**src/rtl/spi_dac_pkg.sv**
```systemverilog
// Shared definitions for the SPI DAC receiver: FSM states, command encodings
// and the layout of the control field.
package spi_dac_pkg;

    typedef enum logic [1:0] {
        ST_IDLE   = 2'd0,
        ST_CTRL   = 2'd1,
        ST_DATA   = 2'd2,
        ST_COMMIT = 2'd3
    } state_t;

    typedef enum logic [1:0] {
        CMD_WRITE_UPDATE = 2'b00,
        CMD_WRITE_INPUT  = 2'b01,
        CMD_UPDATE_ALL   = 2'b10,
        CMD_READBACK     = 2'b11
    } cmd_t;

    localparam int ADDR_LSB = 0;
    localparam int ADDR_W   = 4;
    localparam int CMD_LSB  = 4;
    localparam int CMD_W    = 2;

    typedef struct packed {
        cmd_t              cmd;
        logic [ADDR_W-1:0] addr;
    } ctrl_t;

    // Only the low six bits of the control field carry meaning.
    function automatic ctrl_t decode_ctrl(input logic [5:0] field);
        ctrl_t c;
        c.cmd  = cmd_t'(field[CMD_LSB +: CMD_W]);
        c.addr = field[ADDR_LSB +: ADDR_W];
        return c;
    endfunction

endpackage

```
**src/rtl/spi_sync_edge.sv**
```systemverilog
// Two-flop synchronizer for one asynchronous input, followed by a history
// flop that yields single-cycle rise/fall pulses in the clk domain.
module spi_sync_edge #(
    parameter logic RESET_VAL = 1'b0
) (
    input  logic clk,
    input  logic reset,
    input  logic din,
    output logic sync,
    output logic rise,
    output logic fall
);

    logic meta_q;
    logic sync_q;
    logic prev_q;

    // NOTE: sequential state always uses non-blocking assignments so that every
    // flop samples the values from before the edge, independent of statement order.
    always_ff @(posedge clk) begin
        if (reset) begin
            meta_q <= RESET_VAL;
            sync_q <= RESET_VAL;
            prev_q <= RESET_VAL;
        end else begin
            meta_q <= din;
            sync_q <= meta_q;
            prev_q <= sync_q;
        end
    end

    assign sync = sync_q;
    assign rise = sync_q & ~prev_q;
    assign fall = ~sync_q & prev_q;

endmodule

```
**src/rtl/spi_dac_rx.sv**
```systemverilog
// SPI slave feeding a bank of double-buffered DAC registers, with readback of
// the active DAC value over SDO.
module spi_dac_rx
    import spi_dac_pkg::*;
#(
    parameter int DATA_W     = 16,
    parameter int CTRL_W     = 8,
    parameter int NUM_CH     = 4,
    parameter int OFFSET_BIN = 1
) (
    input  logic                     clk,
    input  logic                     reset,
    input  logic                     SCK,
    input  logic                     SDI,
    input  logic                     CS_,
    output logic                     SDO,
    output logic [NUM_CH*DATA_W-1:0] dac_out,
    output logic [NUM_CH-1:0]        update_stb,
    output logic                     frame_err
);

    localparam int FL    = CTRL_W + DATA_W;
    localparam int CNT_W = $clog2(FL + 1);
    localparam int IDX_W = (NUM_CH > 1) ? $clog2(NUM_CH) : 1;

    localparam logic [ADDR_W:0]   CH_LIMIT = (ADDR_W + 1)'(NUM_CH);
    localparam logic [CNT_W-1:0]  CNT_CTRL = CNT_W'(CTRL_W);
    localparam logic [CNT_W-1:0]  CNT_FULL = CNT_W'(FL);
    localparam logic [DATA_W-1:0] MSB_MASK =
        (OFFSET_BIN != 0) ? {1'b1, {(DATA_W-1){1'b0}}} : '0;

    logic sck_s, sck_rise, sck_fall;
    logic sdi_s, sdi_rise, sdi_fall;
    logic cs_s,  cs_rise,  cs_fall;

    spi_sync_edge #(.RESET_VAL(1'b0)) u_sync_sck (
        .clk(clk), .reset(reset), .din(SCK), .sync(sck_s), .rise(sck_rise), .fall(sck_fall)
    );
    spi_sync_edge #(.RESET_VAL(1'b0)) u_sync_sdi (
        .clk(clk), .reset(reset), .din(SDI), .sync(sdi_s), .rise(sdi_rise), .fall(sdi_fall)
    );
    spi_sync_edge #(.RESET_VAL(1'b1)) u_sync_cs (
        .clk(clk), .reset(reset), .din(CS_), .sync(cs_s), .rise(cs_rise), .fall(cs_fall)
    );

    state_t             state, state_nxt;
    logic               frame_start;
    logic               enter_data;
    logic               sampling;

    logic [FL-1:0]      shift_in;
    logic [CNT_W-1:0]   bit_cnt;
    logic               overrun;

    logic [DATA_W-1:0]  input_reg [NUM_CH];
    logic [DATA_W-1:0]  dac_reg   [NUM_CH];

    logic [DATA_W-1:0]  rb_shift;
    logic               rb_active;

    // Header as seen once the control bits are in, and as seen after a full frame.
    logic [CTRL_W-1:0]  hdr_early, hdr_full;
    logic [DATA_W-1:0]  data_full;
    ctrl_t              ctl_early, ctl_full;
    logic [IDX_W-1:0]   idx_early, idx_full;
    logic               addr_ok_early, addr_ok_full;
    logic               frame_ok;

    assign hdr_early     = shift_in[CTRL_W-1:0];
    assign hdr_full      = shift_in[FL-1 -: CTRL_W];
    assign data_full     = shift_in[DATA_W-1:0];
    assign ctl_early     = decode_ctrl(hdr_early[5:0]);
    assign ctl_full      = decode_ctrl(hdr_full[5:0]);
    assign idx_early     = ctl_early.addr[IDX_W-1:0];
    assign idx_full      = ctl_full.addr[IDX_W-1:0];
    assign addr_ok_early = ({1'b0, ctl_early.addr} < CH_LIMIT);
    assign addr_ok_full  = ({1'b0, ctl_full.addr} < CH_LIMIT);
    assign frame_ok      = (bit_cnt == CNT_FULL) && !overrun &&
                           ((ctl_full.cmd == CMD_UPDATE_ALL) || addr_ok_full);

    always_ff @(posedge clk) begin
        if (reset) state <= ST_IDLE;
        else       state <= state_nxt;
    end

    always_comb begin
        // NOTE: every signal written here gets a default first, so no path can
        // leave it unassigned and infer a latch.
        state_nxt   = state;
        frame_start = 1'b0;
        enter_data  = 1'b0;
        case (state)
            ST_IDLE: begin
                if (cs_fall) begin
                    state_nxt   = ST_CTRL;
                    frame_start = 1'b1;
                end
            end
            ST_CTRL: begin
                if (cs_rise) begin
                    state_nxt = ST_COMMIT;
                end else if (bit_cnt == CNT_CTRL) begin
                    state_nxt  = ST_DATA;
                    enter_data = 1'b1;
                end
            end
            ST_DATA: begin
                if (cs_rise) state_nxt = ST_COMMIT;
            end
            ST_COMMIT: begin
                // A new frame may already have begun; it starts right after this commit.
                state_nxt = ST_IDLE;
                if (cs_fall) begin
                    state_nxt   = ST_CTRL;
                    frame_start = 1'b1;
                end
            end
            default: state_nxt = ST_IDLE;
        endcase
    end

    assign sampling = ((state == ST_CTRL) || (state == ST_DATA)) && !cs_s && sck_rise;

    always_ff @(posedge clk) begin
        if (reset) begin
            shift_in <= '0;
            bit_cnt  <= '0;
            overrun  <= 1'b0;
        end else if (frame_start) begin
            shift_in <= '0;
            bit_cnt  <= '0;
            overrun  <= 1'b0;
        end else if (sampling) begin
            if (bit_cnt == CNT_FULL) begin
                overrun <= 1'b1;
            end else begin
                shift_in <= {shift_in[FL-2:0], sdi_s};
                bit_cnt  <= bit_cnt + CNT_W'(1);
            end
        end
    end

    // NOTE: the register file is cleared on reset because its contents drive the
    // DAC pins directly; a storage array without that need would skip the reset.
    always_ff @(posedge clk) begin
        if (reset) begin
            for (int k = 0; k < NUM_CH; k++) begin
                input_reg[k] <= '0;
                dac_reg[k]   <= '0;
            end
            update_stb <= '0;
            frame_err  <= 1'b0;
        end else begin
            update_stb <= '0;
            frame_err  <= 1'b0;
            if (state == ST_COMMIT) begin
                if (!frame_ok) begin
                    frame_err <= 1'b1;
                end else begin
                    case (ctl_full.cmd)
                        CMD_WRITE_UPDATE: begin
                            input_reg[idx_full]  <= data_full;
                            dac_reg[idx_full]    <= data_full;
                            update_stb[idx_full] <= 1'b1;
                        end
                        CMD_WRITE_INPUT: begin
                            input_reg[idx_full] <= data_full;
                        end
                        CMD_UPDATE_ALL: begin
                            for (int k = 0; k < NUM_CH; k++) dac_reg[k] <= input_reg[k];
                            update_stb <= '1;
                        end
                        default: ;
                    endcase
                end
            end
        end
    end

    // Readback: the MSB is presented as soon as the header is known; shifting
    // starts only after the first data bit has been sampled, so the master sees
    // bit DATA_W-1 on the first data-phase rising edge.
    always_ff @(posedge clk) begin
        if (reset) begin
            rb_shift  <= '0;
            rb_active <= 1'b0;
        end else if (enter_data) begin
            if ((ctl_early.cmd == CMD_READBACK) && addr_ok_early) begin
                rb_shift  <= dac_reg[idx_early];
                rb_active <= 1'b1;
            end else begin
                rb_shift  <= '0;
                rb_active <= 1'b0;
            end
        end else if (state != ST_DATA) begin
            rb_shift  <= '0;
            rb_active <= 1'b0;
        end else if (sck_fall && !cs_s && (bit_cnt > CNT_CTRL)) begin
            rb_shift <= {rb_shift[DATA_W-2:0], 1'b0};
        end
    end

    assign SDO = rb_active & rb_shift[DATA_W-1];

    for (genvar k = 0; k < NUM_CH; k++) begin : g_dac_out
        assign dac_out[k*DATA_W +: DATA_W] = dac_reg[k] ^ MSB_MASK;
    end

    logic unused_sig;
    assign unused_sig = ^{sck_s, sdi_rise, sdi_fall, hdr_early, hdr_full};

endmodule
```
**config.mk**
```make
export PLATFORM = sky130hd
export DESIGN_NAME = spi_dac_rx
export DESIGN_NICKNAME = d
export VERILOG_FILES = /design/src/rtl/spi_dac_pkg.sv /design/src/rtl/spi_sync_edge.sv /design/src/rtl/spi_dac_rx.sv
export SDC_FILE = /design/constraint.sdc
export NUM_CORES = 1
export LEC_CHECK = 0
export CAP_MARGIN = 10
export CORE_ASPECT_RATIO = 2
export CORE_MARGIN = 10
export CORE_UTILIZATION = 55
export CTS_CLUSTER_DIAMETER = 50
export DETAILED_ROUTE_END_ITERATION = 12
export MAX_ROUTING_LAYER = met4
export PLACE_DENSITY = 0.77
export SETUP_SLACK_MARGIN = 0.5
export SYNTH_ARGS = -nofsm -noshare
export SYNTH_HDL_FRONTEND = slang
export SYNTH_SLANG_ARGS = --single-unit
```
**constraint.sdc**
```tcl
create_clock -name clk -period 3.3 [get_ports clk]
set_input_delay 0.99 -clock clk [delete_from_list [all_inputs] [get_ports clk]]
set_output_delay 0.99 -clock clk [all_outputs]
set_load 0.05 [all_outputs]
```
Word-level counts from Yosys, hierarchy flattened
Memory sizes are Yosys's and may differ from the RTL's. A register that Yosys moved wholly into a read port is not among the register bits.
Index checks and enable logic that the tools add are counted.
W data, S select, Z words.
{"block": "op_classes", "addsub": 1, "mul": 0, "div_mod_pow": 0, "magnitude_cmp": 5, "eq_ne": 12, "shift": 0, "n_mux": 52, "bitwise_logic": 21, "n_reduce_logical": 25}
{"operator": "$mux W16", "n": 11}
{"operator": "$reduce_or A16 Y1", "n": 2}
{"operator": "$mux W1", "n": 30}
{"operator": "$mux W2", "n": 8}
{"operator": "$not A1 Y1", "n": 11}
{"operator": "$eq A2 B2 Y1 const B", "n": 4}
{"operator": "$logic_and A1 B1 Y1", "n": 8}
{"operator": "$lt A4 B3 Y1 const B", "n": 2}
{"operator": "$pmux W2 S4", "n": 1}
{"operator": "$pmux W4 S2", "n": 1}
{"operator": "$ne A2 B2 Y1 const B", "n": 3}
{"operator": "$reduce_or A2 Y1", "n": 3}
{"operator": "$add A5 B1 Y5 const B", "n": 1}
{"operator": "$and A1 B1 Y1", "n": 5}
{"operator": "$eq A5 B4 Y1 const B", "n": 1}
{"operator": "$eq A5 B5 Y1 const B", "n": 1}
{"operator": "$gt A5 B4 Y1 const B", "n": 1}
{"operator": "$or A1 B1 Y1", "n": 5}
{"operator": "$eq A2 B1 Y1 const B", "n": 2}
{"operator": "$logic_not A2 Y1", "n": 2}
{"operator": "$reduce_and A2 Y1", "n": 2}
{"operator": "$lt A2 B3 Y1 const B", "n": 1}
{"operator": "$ne A3 B3 Y1 const B", "n": 1}
{"operator": "$reduce_and A3 Y1", "n": 1}
{"operator": "other kinds (7)", "n": 9}
{"block": "totals", "reg_bits": 60, "latchBits": 0, "ram_bits": 128, "romBits": 0, "inputBits": 5, "output_inout_bits": 70, "wordCells": 134, "memories": 2}
{"memory": "dac_reg", "depth": 4, "width": 16, "rd": 5, "rd_clocked_by_memory_dff": 1, "write_ports": 4, "line": "spi_dac_rx.sv:56", "source": "logic [DATA_W-1:0] dac_reg [NUM_CH];"}
{"memory": "input_reg", "depth": 4, "width": 16, "rd": 4, "rd_clocked_by_memory_dff": 0, "write_ports": 4, "line": "spi_dac_rx.sv:55", "source": "logic [DATA_W-1:0] input_reg [NUM_CH];"}

Depth between registers and ports, before layout
Gate-level depths: netlist of the first run.
{"block": "logic_depth", "ltp_word": 10, "depth_mapped": 8, "depth_no_buf": 6}

Modules after synthesis
From an unflattened synthesis of the first run, not the netlist that was laid out.
{"block": "hier_totals", "hier_cells": 742, "area_unflattened_um2": 8652.0}
{"mod": "spi_dac_rx", "n_inst": 1, "cells_per_inst": 718, "area_per_inst_um2": 8376.8, "seq_area_each_um2": 4924.7}
{"mod": "spi_sync_edge at u_sync_sck ...", "n_inst": 2, "cells_per_inst": 8, "area_per_inst_um2": 91.3, "seq_area_each_um2": 60.1}
{"mod": "spi_sync_edge at u_sync_cs", "n_inst": 1, "cells_per_inst": 8, "area_per_inst_um2": 92.6, "seq_area_each_um2": 60.1}

Worst setup path after synthesis of the first run
No wires, ideal clock.
{"block": "synth_path", "path_type": "in2reg", "startpoint": "input reset", "endpoint": "memory dac_reg[3][0], enable pin", "setup_time_ps": 375, "t_arrival_ps": 2389, "required_ps": 2925, "path_slack_ps": 537, "stages": 5, "path_buffers": 1, "path_cell_list": "nor2b_1 nand4_4 nor3b_4 buf_6 nand2b_1"}
{"item": "start: declaration", "line": "spi_dac_rx.sv:12", "source": "input logic reset,"}
{"item": "end: declaration", "line": "spi_dac_rx.sv:56"}

==> impl_metrics.toml, run 1 <==
[synthesis]
yosys.cell_types.count = 51
seq_area_frac_synth = 0.5909
synthesis.area_per_instance_um2 = 12.58
synth_warnings = 0
synthArstFlopShare = 0
syn_inst = 684
synth_flop_cell = "edfxtp_1"
synth_edf_count = 128
syn_area_mm2 = 0.008606
synth-seq-cells = 190
synth_nets = 697

[final_layout]
instances_no_fill = 894
num_antenna_cells = 0
layout.nets = 696
layout.cells.most_common_list = "edfxtp_1 (128), clkdlybuf4s50_1 (72), a22o_1 (64), dfxtp_1 (62), and2_1 (51)"
nFillCells = 1174
syn_to_final_growth_pct = 11.65
drive_above_1_share = 0.1236
layout_commonest_cell = "edfxtp_1"

[global_routing]
grt-ovfl-total = 0
grt_usage = 0.1949
grt_max_degree = 65
antenna_found_initial = 0
first_global_vias = 5345
grt_pass1_wl_um = 30700

[sta]
setup_tns_ns = 0
fin_crit_sh = 0.8200
hold_viol_final = 0
tightest_slew_ns = 1.105
max_freq_mhz = 369.6
rsz0062_at_grt = "false"
max-slew-margin-rel = 0.2626
finalCriticalPeriod_ns = 2.706
maxSlewViolCount = 0
hold_ws_ns = 0.4197
layout_setup_ws_ns = 0.5941
fin_skew_ns = 0.01042
setup_viol = 0

[clock_network]
clock_latency_ns = 0.44
cts-htree-levels = 4
cts_root_buffer = "clkbuf_16"
tritoncts = "built"
clkTransAtPathRegs_ns = 0.07
post_cts_buffers = 0
cts_max_path_buffers = 2
cts_num_sinks = 190
numCtsBuffers = 17

[drt]
drt_wl_total_um = 19720
drc = 0
drt_first_pass_iters = 4
wl_met2_um = 11380
wl_met1_um = 7000
routed.top_layer = "met4"
route.vias.total = 5255
via_per_inst = 5.878
wl_met3_um = 751
wl_per_cell_um = 22.05
drtIter0Drc = 368
drtAntennaViolNets = 0

[min_path]
hold_depth = 1
hold_end = "u_sync_cs.sync"
hold_class = "register to register"
hp-start = "u_sync_cs.meta_q"

[critical_path]
rr_worst_depth = 6
reg2reg_to = "shift_in[0]"
critPathLaunchType = "register"
reg2reg_from = "state[0]"
worst-path-buf-inv = 2
critPathTopFamily = "buffers and inverters"
cpPeakStageDelay_ns = 0.80
cp.arrival_ns = 1.72
cp-end-kind = "primary output"
cp_cell_sequence = "inv_1, clkdlybuf4s50_1"
crit_path_max_fanout = 2
cpMaxStageDelayCell = "clkdlybuf4s50_1"
required_ns = 2.31
worstSetupPathType = "register to primary output"
worst-r2r-setup-slack_ns = 0.81

[placed_design]
dp.cells = 862
portBuffers = 74
gp_congestion = 0.8918
dp_hpwl_um = 14210
place_ws_ns = 0.4135

[floorplan]
die_w_um = 108.5
initial_utilization = 0.5597
ioPinCount = 75
coreArea_mm2 = 0.01537
dieArea_mm2 = 0.02135
rows = 64
dieHeight_um = 196.9

[power]
p_switching_mw = 1.422
power_density_mw_per_mm2 = 549.1
leakagePower_nw = 3.301
internal_power_mw = 3.854
power.share.combinational = 0.107
swShare = 0.2696
ir_worst_vdd_mv = 0.3637
power_frac_seq = 0.519
clock_power_share = 0.375

[run]
drv_cap = 0

[status]
status = "complete, no violations"
repair_timing:
action                     4_1_cts  5_1_grt
resized for setup                1        1
hold buffers                     0        0
setup endpoints to repair        1        1
through the flow:
stage / power, mW / instance area, um^2 / util
2_1_floorplan: 3.189 / 8606 / -
3_3_place_gp: 3.321 / 9031 / 0.5874
3_5_place_dp: 3.351 / 9031 / 0.5874
4_1_cts: 5.294 / 9605 / 0.6248
5_1_grt: 5.445 / 9608 / 0.6249
6_report: 5.276 / 9608 / 0.6249
layer usage:
layer,vias up,track usage
met4,0,0.08247
met3,55,0.02974
met2,165,0.3603
met5,-,-
li1,2443,-
met1,2592,0.1946
cell type report:
| type | instances | area, um^2 | area share |
|---|---|---|---|
| Sequential cell | 190 | 5085 | 0.5292 |
| Tap cell | 198 | 247.7 | 0.02578 |
| Clock buffer | 18 | 429.2 | 0.04467 |
| Timing Repair Buffer | 96 | 919.6 | 0.09572 |
| Inverter | 14 | 52.55 | 0.005469 |
| Clock inverter | 14 | 146.4 | 0.01524 |
| Multi-Input combinational cell | 364 | 2728 | 0.2839 |
power groups by stage:
stage	logic (mW)	clock network [mW]	registers (mW)
2_1_floorplan	0.436	0	2.75
3_3_place_gp	0.541	0	2.78
3_5_place_dp	0.563	0	2.79
4_1_cts	0.564	1.99	2.73
5_1_grt	0.598	2.10	2.75
6_report	0.563	1.98	2.74
worst max-delay path by stage:
stage,cells past startpoint,slack [ns],end,from
after floorplan,5,0.54,dac_reg[3][0],reset
after global placement,6,0.42,dac_reg[3][12],reset
after detailed placement,6,0.41,dac_reg[3][12],reset
after CTS,2,0.50,dac_out[47],dac_reg[2][15]
after global routing,2,0.54,dac_out[31],dac_reg[1][15]
final,2,0.59,dac_out[31],dac_reg[1][15]
cells in the mapped netlist (2+ instances only):
cell        n  area (um^2)
a211oi_1   16        120.1
a21oi_1    42        210.2
a221oi_1    2        17.52
a22o_1     64        560.5
a22oi_1    14        105.1
and2_1     51        319.1
and3_1     16        100.1
and4_1      2        17.52
and4bb_1    2        25.02
buf_1       3        11.26
buf_2      10        50.05
buf_4      63        473.0
buf_6       8        90.09
clkbuf_1   32        120.1
dfxtp_1    62         1241
edfxtp_1  128         3844
ha_1        8        100.1
inv_1      14        52.55
mux4_2     16        360.4
nand2_1    50        187.7
nand2b_1   13        81.33
nand3_1     2        10.01
nand3b_1    2        15.01
nand4_1     2        12.51
nor2_1     16        60.06
nor2_2      2        12.51
nor2b_1     8        50.05
nor3_1      2        10.01
nor3_4      2        32.53
nor4_4      2        42.54
o21ai_0     2        10.01
o21bai_1    2        15.01
o41ai_1     2        17.52
or2_2       5        31.28
xor2_1      3        26.28
cells by family (layout without fill, tap and decap cells):
| group | Yosys count | count (layout) | synth area share |
|---|---|---|---|
| simple gates | 186 | 186 | 0.1300 |
| fa+ha+maj | 8 | 8 | 0.01163 |
| xor+xnor | 4 | 4 | 0.004072 |
| mux | 16 | 16 | 0.04187 |
| flops | 190 | 190 | 0.5909 |
| compound gates | 150 | 150 | 0.1290 |
| buf+inv | 130 | 142 | 0.09261 |
Note: power is estimated with default switching activity, not from simulation.
==> inputs of run 2 (changes only) <==
==> constraint.sdc (replaced) <==
create_clock -name clk -period 2.6 [get_ports clk]
set_input_delay 0.78 -clock clk [delete_from_list [all_inputs] [get_ports clk]]
set_output_delay 0.78 -clock clk [all_outputs]
set_load 0.05 [all_outputs]
==> impl_metrics.toml, run 2 (same netlist as run 1, synthesis figures left out) <==
[status]
status = "complete, no violations"

[critical_path]
cpPeakStageDelay_ns = 0.36
critPathTopFamily = "simple AND/OR/NAND/NOR gates"
cp.arrival_ns = 2.23
worstSetupPathType = "register to register"
cp-end-kind = "register"
crit_path_max_fanout = 8
critPathLaunchType = "register"
required_ns = 2.74
cpMaxStageDelayCell = "dfxtp_4"
worst-path-buf-inv = 3
cp_cell_sequence = "inv_4, ha_4, and4b_2, nand4_4, buf_12, nor4_4, nand2b_4, clkbuf_16"
worst-r2r-setup-slack_ns = 0.51

[clock_network]
cts_root_buffer = "clkbuf_16"
tritoncts = "built"
cts_num_sinks = 190
clkTransAtPathRegs_ns = 0.08
numCtsBuffers = 17
cts_max_path_buffers = 2
clock_latency_ns = 0.43
cts-htree-levels = 4

[placed_design]
gp_congestion = 0.8429
portBuffers = 74
place_ws_ns = -0.0005795
place_area_mm2 = 0.009125
dp_hpwl_um = 13820

[drt]
route.vias.total = 5521
wl_per_cell_um = 23.23
drc = 0
drtIter0Drc = 448
drt_first_pass_iters = 5
drtAntennaViolNets = 0
drt_wl_total_um = 21110
via_per_inst = 6.074

[final_layout]
syn_to_final_growth_pct = 15.46
fin_util = 0.6462
layout.cells.most_common_list = "edfxtp_1 (128), a22o_1 (64), dfxtp_1 (56), and2_1 (51), nand2_1 (50)"
layout_commonest_cell = "edfxtp_1"
drive_above_1_share = 0.2475
num_antenna_cells = 0
fin_area_mm2 = 0.009936
layout.nets = 711
nFillCells = 1106

[sta]
max-slew-margin-rel = 0.5142
fin_crit_sh = 0.8031
maxSlewViolCount = 0
rsz0062_at_grt = "true"
fin_skew_ns = 0.01279
tightest_slew_ns = 0.7288
setup_tns_ns = 0
hold_viol_final = 0
max_freq_mhz = 478.9
setup_viol = 0
finalCriticalPeriod_ns = 2.088
layout_setup_ws_ns = 0.5118

[global_routing]
antenna_found_initial = 0
grt-ovfl-total = 0
grt_pass1_wl_um = 31680
grt_max_degree = 33
grt_usage = 0.2000
first_global_vias = 5675

[floorplan]
dieHeight_um = 196.9
initial_utilization = 0.5597
dieArea_mm2 = 0.02135
rows = 64
coreArea_mm2 = 0.01537
ioPinCount = 75
die_w_um = 108.5

[power]
power.total_mw = 6.717
internal_power_mw = 4.928
leakagePower_nw = 3.504
power_frac_seq = 0.518
swShare = 0.2663
power_density_mw_per_mm2 = 676.0
p_switching_mw = 1.789
clock_power_share = 0.372
power.share.combinational = 0.111
ir_worst_vdd_mv = 0.4431

[run]
drv_cap = 0

[min_path]
hold_class = "register to register"
-- run 2: cell count changes in the layout (fill, tap and decap cells not counted), sizes merged, moves of 2 or more --
| cell | before | now |
|---|---|---|
| clkdlybuf4s15 | 0 | 44 |
| clkbuf | 18 | 39 |
| inv | 22 | 24 |
| dlygate4sd2 | 1 | 6 |
| clkinvlp | 2 | 0 |
| buf | 22 | 37 |
| clkdlybuf4s50 | 72 | 3 |
-- run 2: area by class of cell --
class / count / area [um^2] / area share
well taps: 198 / 247.7 / 0.02493
multi-input cells: 365 / 2854 / 0.2872
clock buffers: 19 / 452.9 / 0.04559
repair buffers: 110 / 1116 / 0.1123
clock inverters: 13 / 115.1 / 0.01159
inverters: 14 / 55.05 / 0.005541
flip-flops and latches: 190 / 5095 / 0.5128
-- run 2: worst paths after layout --
path                     from  cells after the start             end
min reg2reg  u_sync_cs.meta_q                      1  u_sync_cs.sync
min          u_sync_cs.meta_q                      1  u_sync_cs.sync
max                bit_cnt[0]                      8   dac_reg[0][9]
max reg2reg        bit_cnt[0]                      8   dac_reg[0][9]
-- run 2: through the flow --
step	hold slack [ns]	instances
finish	0.4225	909
CTS	0.4293	900
floorplan	0.3895	684
global placement	0.4022	863
global route	0.4555	909
detailed placement	0.4050	863
-- run 2: power by group through the flow --
stage	Clock (mW)	Sequential (mW)	Combinational, mW
detailed placement	0	3.54	0.723
CTS	2.52	3.47	0.710
floorplan	0	3.49	0.556
finish	2.50	3.48	0.743
global placement	0	3.53	0.698
global route	2.63	3.49	0.785
-- run 2: routing by layer --
layer	up-vias	track usage	wire length, um
met2	223	0.3603	12060
met1	2768	0.1941	7062
met4	0	0.1188	831
met3	53	0.03007	1156
met5	-	-	0
li1	2477	-	-
-- run 2: repair_timing --
item	4_1_cts	5_1_grt
gates cloned	3	2
setup buffers	2	7
hold buffers	0	0
setup endpoints to repair	204	262
hold endpoints to repair	0	0
gates resized for setup	173	54
pin swaps	3	1
